<file path="config.mk">
export PLATFORM = sky130hd
export DESIGN_NAME = taiga_uart_rx
export DESIGN_NICKNAME = d
export VERILOG_FILES = /design/src/rtl/taiga_uart_rx.sv
export SDC_FILE = /design/constraint.sdc
export NUM_CORES = 1
export LEC_CHECK = 0
export CORE_MARGIN = 2
export CORE_UTILIZATION = 54
export CTS_CLUSTER_DIAMETER = 80
export DETAILED_ROUTE_END_ITERATION = 6
export HOLD_SLACK_MARGIN = 0.1
export PLACE_DENSITY_LB_ADDON = 0.08
export SLEW_MARGIN = 20
export SYNTH_ARGS = -nofsm -noshare
export SYNTH_HDL_FRONTEND = slang
export SYNTH_SLANG_ARGS = --single-unit
export TNS_END_PERCENT = 30
</file>
<file path="constraint.sdc">
create_clock -name clk -period 2.45 [get_ports clk]
set_clock_uncertainty 0.15 [all_clocks]
set_input_delay 0.245 -clock clk [delete_from_list [all_inputs] [get_ports clk]]
set_output_delay 0.245 -clock clk [all_outputs]
set_load 0.1 [all_outputs]
</file>
<file path="src/rtl/taiga_uart_rx.sv">
// taiga_uart_rx: UART 8N1 receiver. It deserialises the line into bytes and
// presents each byte on a valid/ready port backed by a single holding register.
// Latency: 2-cycle input synchroniser. The byte appears the cycle after the
// stop-bit sample. The line is never back-pressured; a byte that arrives while
// the holding register is full is dropped and sets the sticky overrun flag.
//
// Ports:
//   clk, rst        - system clock and synchronous active-high reset
//   i_rx_serial     - asynchronous serial line, idles high
//   o_rx_data/o_rx_valid/i_rx_ready - received byte and its handshake
//   o_framing_err   - one-cycle pulse when the stop bit is sampled low
//   o_overrun       - sticky dropped-byte flag, cleared by i_clr_err
//   o_busy          - high whenever the FSM is not in IDLE
module taiga_uart_rx #(
  parameter int CLKS_PER_BIT = 4
) (
  input  logic       clk,
  input  logic       rst,
  input  logic       i_rx_serial,
  output logic [7:0] o_rx_data,
  output logic       o_rx_valid,
  input  logic       i_rx_ready,
  output logic       o_framing_err,
  output logic       o_overrun,
  input  logic       i_clr_err,
  output logic       o_busy
);

  localparam int CW = $clog2(CLKS_PER_BIT);
  localparam int HALF = (CLKS_PER_BIT - 1) / 2;
  localparam logic [CW-1:0] CNT_HALF = CW'(HALF);
  localparam logic [CW-1:0] CNT_LAST = CW'(CLKS_PER_BIT - 1);

  typedef enum logic [2:0] {
    IDLE,
    START,
    DATA,
    STOP,
    WAIT_IDLE
  } state_t;

  state_t        state;
  logic [CW-1:0] cnt;
  logic [2:0]    bit_idx;
  logic [7:0]    shreg;
  logic          rx_meta;
  logic          rx;

  // Both synchroniser flops reset to the idle level, so reset never fakes a start bit.
  always_ff @(posedge clk) begin
    if (rst) begin
      rx_meta <= 1'b1;
      rx      <= 1'b1;
    end else begin
      rx_meta <= i_rx_serial;
      rx      <= rx_meta;
    end
  end

  always_ff @(posedge clk) begin
    if (rst) begin
      state         <= IDLE;
      cnt           <= '0;
      bit_idx       <= 3'd0;
      shreg         <= 8'h00;
      o_rx_data     <= 8'h00;
      o_rx_valid    <= 1'b0;
      o_framing_err <= 1'b0;
      o_overrun     <= 1'b0;
      o_busy        <= 1'b0;
    end else begin
      o_framing_err <= 1'b0;

      // Handshake and flag clear come first. A delivery or overrun event
      // assigned later in this block takes precedence over them.
      if (o_rx_valid && i_rx_ready) begin
        o_rx_valid <= 1'b0;
      end
      if (i_clr_err) begin
        o_overrun <= 1'b0;
      end

      case (state)
        IDLE: begin
          if (!rx) begin
            state  <= START;
            cnt    <= '0;
            o_busy <= 1'b1;
          end
        end

        START: begin
          if (cnt == CNT_HALF) begin
            cnt <= '0;
            if (!rx) begin
              state   <= DATA;
              bit_idx <= 3'd0;
            end else begin
              // The line is high again at mid start bit, so the low level was a glitch.
              state  <= IDLE;
              o_busy <= 1'b0;
            end
          end else begin
            cnt <= cnt + CW'(1);
          end
        end

        DATA: begin
          if (cnt == CNT_LAST) begin
            cnt            <= '0;
            shreg[bit_idx] <= rx;
            if (bit_idx == 3'd7) begin
              state <= STOP;
            end else begin
              bit_idx <= bit_idx + 3'd1;
            end
          end else begin
            cnt <= cnt + CW'(1);
          end
        end

        STOP: begin
          if (cnt == CNT_LAST) begin
            cnt <= '0;
            if (rx) begin
              state  <= IDLE;
              o_busy <= 1'b0;
              // Load when the register is empty or being drained this cycle.
              // Otherwise the held byte stays and the new byte is lost.
              if (!o_rx_valid || i_rx_ready) begin
                o_rx_data  <= shreg;
                o_rx_valid <= 1'b1;
              end else begin
                o_overrun <= 1'b1;
              end
            end else begin
              state         <= WAIT_IDLE;
              o_framing_err <= 1'b1;
            end
          end else begin
            cnt <= cnt + CW'(1);
          end
        end

        WAIT_IDLE: begin
          // Waiting for a high level prevents a break (held-low line) from
          // re-triggering a new frame.
          if (rx) begin
            state  <= IDLE;
            o_busy <= 1'b0;
          end
        end

        default: begin
          state  <= IDLE;
          cnt    <= '0;
          o_busy <= 1'b0;
        end
      endcase
    end
  end

endmodule

</file>
==> impl_metrics.ini <==
[clock_network]
clock_sinks = 30
cts.path.max_buffers = 2
cts_made_buffers = 5
clkTransAtPathRegs_ns = 0.10
ctsResizeCount = 0
cts_tree = yes
postCtsHoldBufs = 0
cts_setup_buffers = 0
htreeDepth = 2
clock_latency_ns = 0.32
cts_root_buf = clkbuf_4

[synth]
synth_top_family_by_area = simple AND/OR/NAND/NOR gates
yosysTopAreaCellShare_pct = 40.7
synthDistinctLibCells = 40
ys_warn_count = 0
synth_compound_area_share_pct = 14.3
seq_area_frac_synth_pct = 40.7
synthAdderAreaFrac_pct = 4.24
syn_area_um2 = 1480
syn_nets = 164
yosys-top-cells-area = dfxtp_1, nand2b_1, mux2i_1
synth-simple-area-share_pct = 27.5
netlist_instances = 154
synth.avg_cell_area_um2 = 9.58
synth-xor-area-share_pct = 0
yosysTopAreaCell = dfxtp_1
ys_seq_elements = 30
muxShareOfSynthArea_pct = 8.23

[grt]
grt_usage_pct = 18.3
grt_max_degree = 23
grt_pass1_wl_um = 4490
grt-ovfl-total = 0
antenna_found_initial = 0
grt_pass1_vias = 999

[timing]
hold_viol_final = 0
relSlewSlack_pct = 52.5
max_freq_ghz = 0.496
period_share_pct = 82.3
rsz0062_at_grt = no
setup-violations-final = 0
min_period_ns = 2.02
fin_setup_tns_ns = 0
drv_slew = 0
tightest_slew_ns = 0.708
whs_ns = 0.271

[final_layout]
fin_cells = 198
diodes = 0
syn_to_final_growth_pct = 15.9
fillerInstances = 212
finalNetCount = 177
drive_above_1_share_pct = 17.9

[pwr]
p_clk_share_pct = 48.9
swShare_pct = 18.8
p_per_area_nw_per_um2 = 617
comb_power_share_pct = 4.0
switching_power_uw = 199
ir_drop_v = 0.000431
leakage_uw = 0.000603
p_seq_share_pct = 47.1
intPower_uw = 856

[worst_setup_path]
reg2regPathDepth = 4
crit_chain = ha_1 > nand3_4 > nor4_4 > mux2i_1
crit_type = reg2reg
end_kind = flip-flop
critPathRequiredTime_ns = 2.55
cp_max_fo = 8
worstPathArrival_ns = 2.12
max_stage_delay_ns = 0.63
cp_slowest_cell = nor4_4
crit_cells = 4
start_kind = flip-flop
critPathTopFamily = simple AND/OR/NAND/NOR gates
worst-path-buf-inv = 0

[placed_design]
dp_hpwl_um = 1830
place_inst = 190
gp_congestion = 0.756
port-buffer-count = 16

[min_path]
hold-path-cell-count = 1
holdCritPathClass = reg2reg

[routing]
drc = 0
dr.pass1.iters = 6
vias_per_cell = 5.69
drt_iter0_drc = 30
drt-total-wl_um = 2660
num_vias = 1126
wl_per_cell_um = 13.4
ant_nets = 0

[floorplan]
core_region_area_um2 = 2520
pin_count = 17
die_w_um = 56.3
rows = 18
die_h_um = 56.3
start_util_pct = 58.5
dieArea_um2 = 3170

[outcome]
outcome = complete, no violations

[run]
maxCapViolations = 0
## cells in the mapped netlist
cell type	instances
dfxtp_1	30
nand2b_1	21
mux2i_1	11
a21oi_1	9
clkbuf_1	8
a211oi_1	6
nor2_1	6
ha_1	5
inv_1	5
a31oi_1	4
nand2_1	4
nor2b_1	4
a311oi_1	3
nand3b_1	3
nor3_1	3
nor3b_1	3
a211o_1	2
and4b_1	2
buf_2	2
o21ai_0	2
or2_2	2
a211oi_2	1
a21o_1	1
a2bb2oi_1	1
a32oi_1	1
and3_1	1
and3b_1	1
and4bb_2	1
buf_6	1
inv_2	1
mux2_2	1
nand3_1	1
nand3_4	1
nand4bb_1	1
nor4_1	1
nor4_4	1
nor4b_2	1
o21ai_1	1
or2_0	1
or3b_1	1
## final timing paths
kind / from / end / slack [ns]
worst min-delay path: rx_meta / rx / 0.27
worst max-delay path: cnt[0] / o_rx_data[5] / 0.43
worst max register to register: cnt[0] / o_rx_data[5] / 0.43
worst min register to register: rx_meta / rx / 0.27
## final cells by class
class | instances | area, µm² | area share, %
Clock inverter | 2 | 60.1 | 3.51
Clock buffer | 6 | 51.3 | 3.00
Multi-Input combinational cell | 107 | 801 | 46.8
Sequential cell | 30 | 601 | 35.1
Inverter | 6 | 22.5 | 1.32
Timing Repair Buffer | 17 | 138 | 8.05
Tap cell | 30 | 37.5 | 2.19
## flip-flops by register name (all words and copies together) (netlist names), 2 cells and up
name,count
cnt,2
shreg,8
state,3
o_rx_data,8
bit_idx,3
## routing by layer
metal	wire, µm	vias to the layer above	track usage [%]
met5	0	-	0
met4	13	0	5.10
met3	83	2	6.91
met2	1280	17	27.7
met1	1280	529	24.3
li1	-	578	-
## per-stage QoR
stage | setup WS (ns) | util, % | cell area, µm² | total power, µW
2_1_floorplan | 0.615 | - | 1480 | 537
3_3_place_gp | 0.534 | 63.4 | 1600 | 549
3_5_place_dp | 0.392 | 63.4 | 1600 | 550
4_1_cts | 0.405 | 67.8 | 1710 | 1060
5_1_grt | 0.297 | 67.8 | 1710 | 1100
6_report | 0.434 | 67.8 | 1710 | 1050
## cells by family after synthesis
logic type      count (synthesis)
simple gates                   59
buf+inv                        17
flops                          30
compound gates                 31
fa+ha+maj                       5
mux                            12
## cell usage in the layout (no fill, tap or decap), types with 2 or more instances in the layout
cell type / instances
ha_1: 5
or2_2: 2
a211o_1: 2
inv_1: 5
a21oi_1: 9
clkdlybuf4s50_1: 4
clkbuf_4: 5
nor3b_1: 3
a311oi_1: 3
nor2b_1: 4
nor2_1: 6
nand2b_1: 21
nand3b_1: 3
o21ai_0: 2
buf_4: 13
a211oi_1: 6
bufinv_16: 2
nor3_1: 3
nand2_1: 4
dfxtp_1: 30
mux2i_1: 11
and4b_1: 2
a31oi_1: 4
## power by group through the flow
stage               clock network [µW]  logic [µW]  registers, µW
CTS                                524        42.2            496
finish                             516        42.1            496
global route                       555        46.0            497
global placement                     0        41.9            507
floorplan                            0        24.3            513
detailed placement                   0        42.1            508
(Power assumes the default switching activity.)
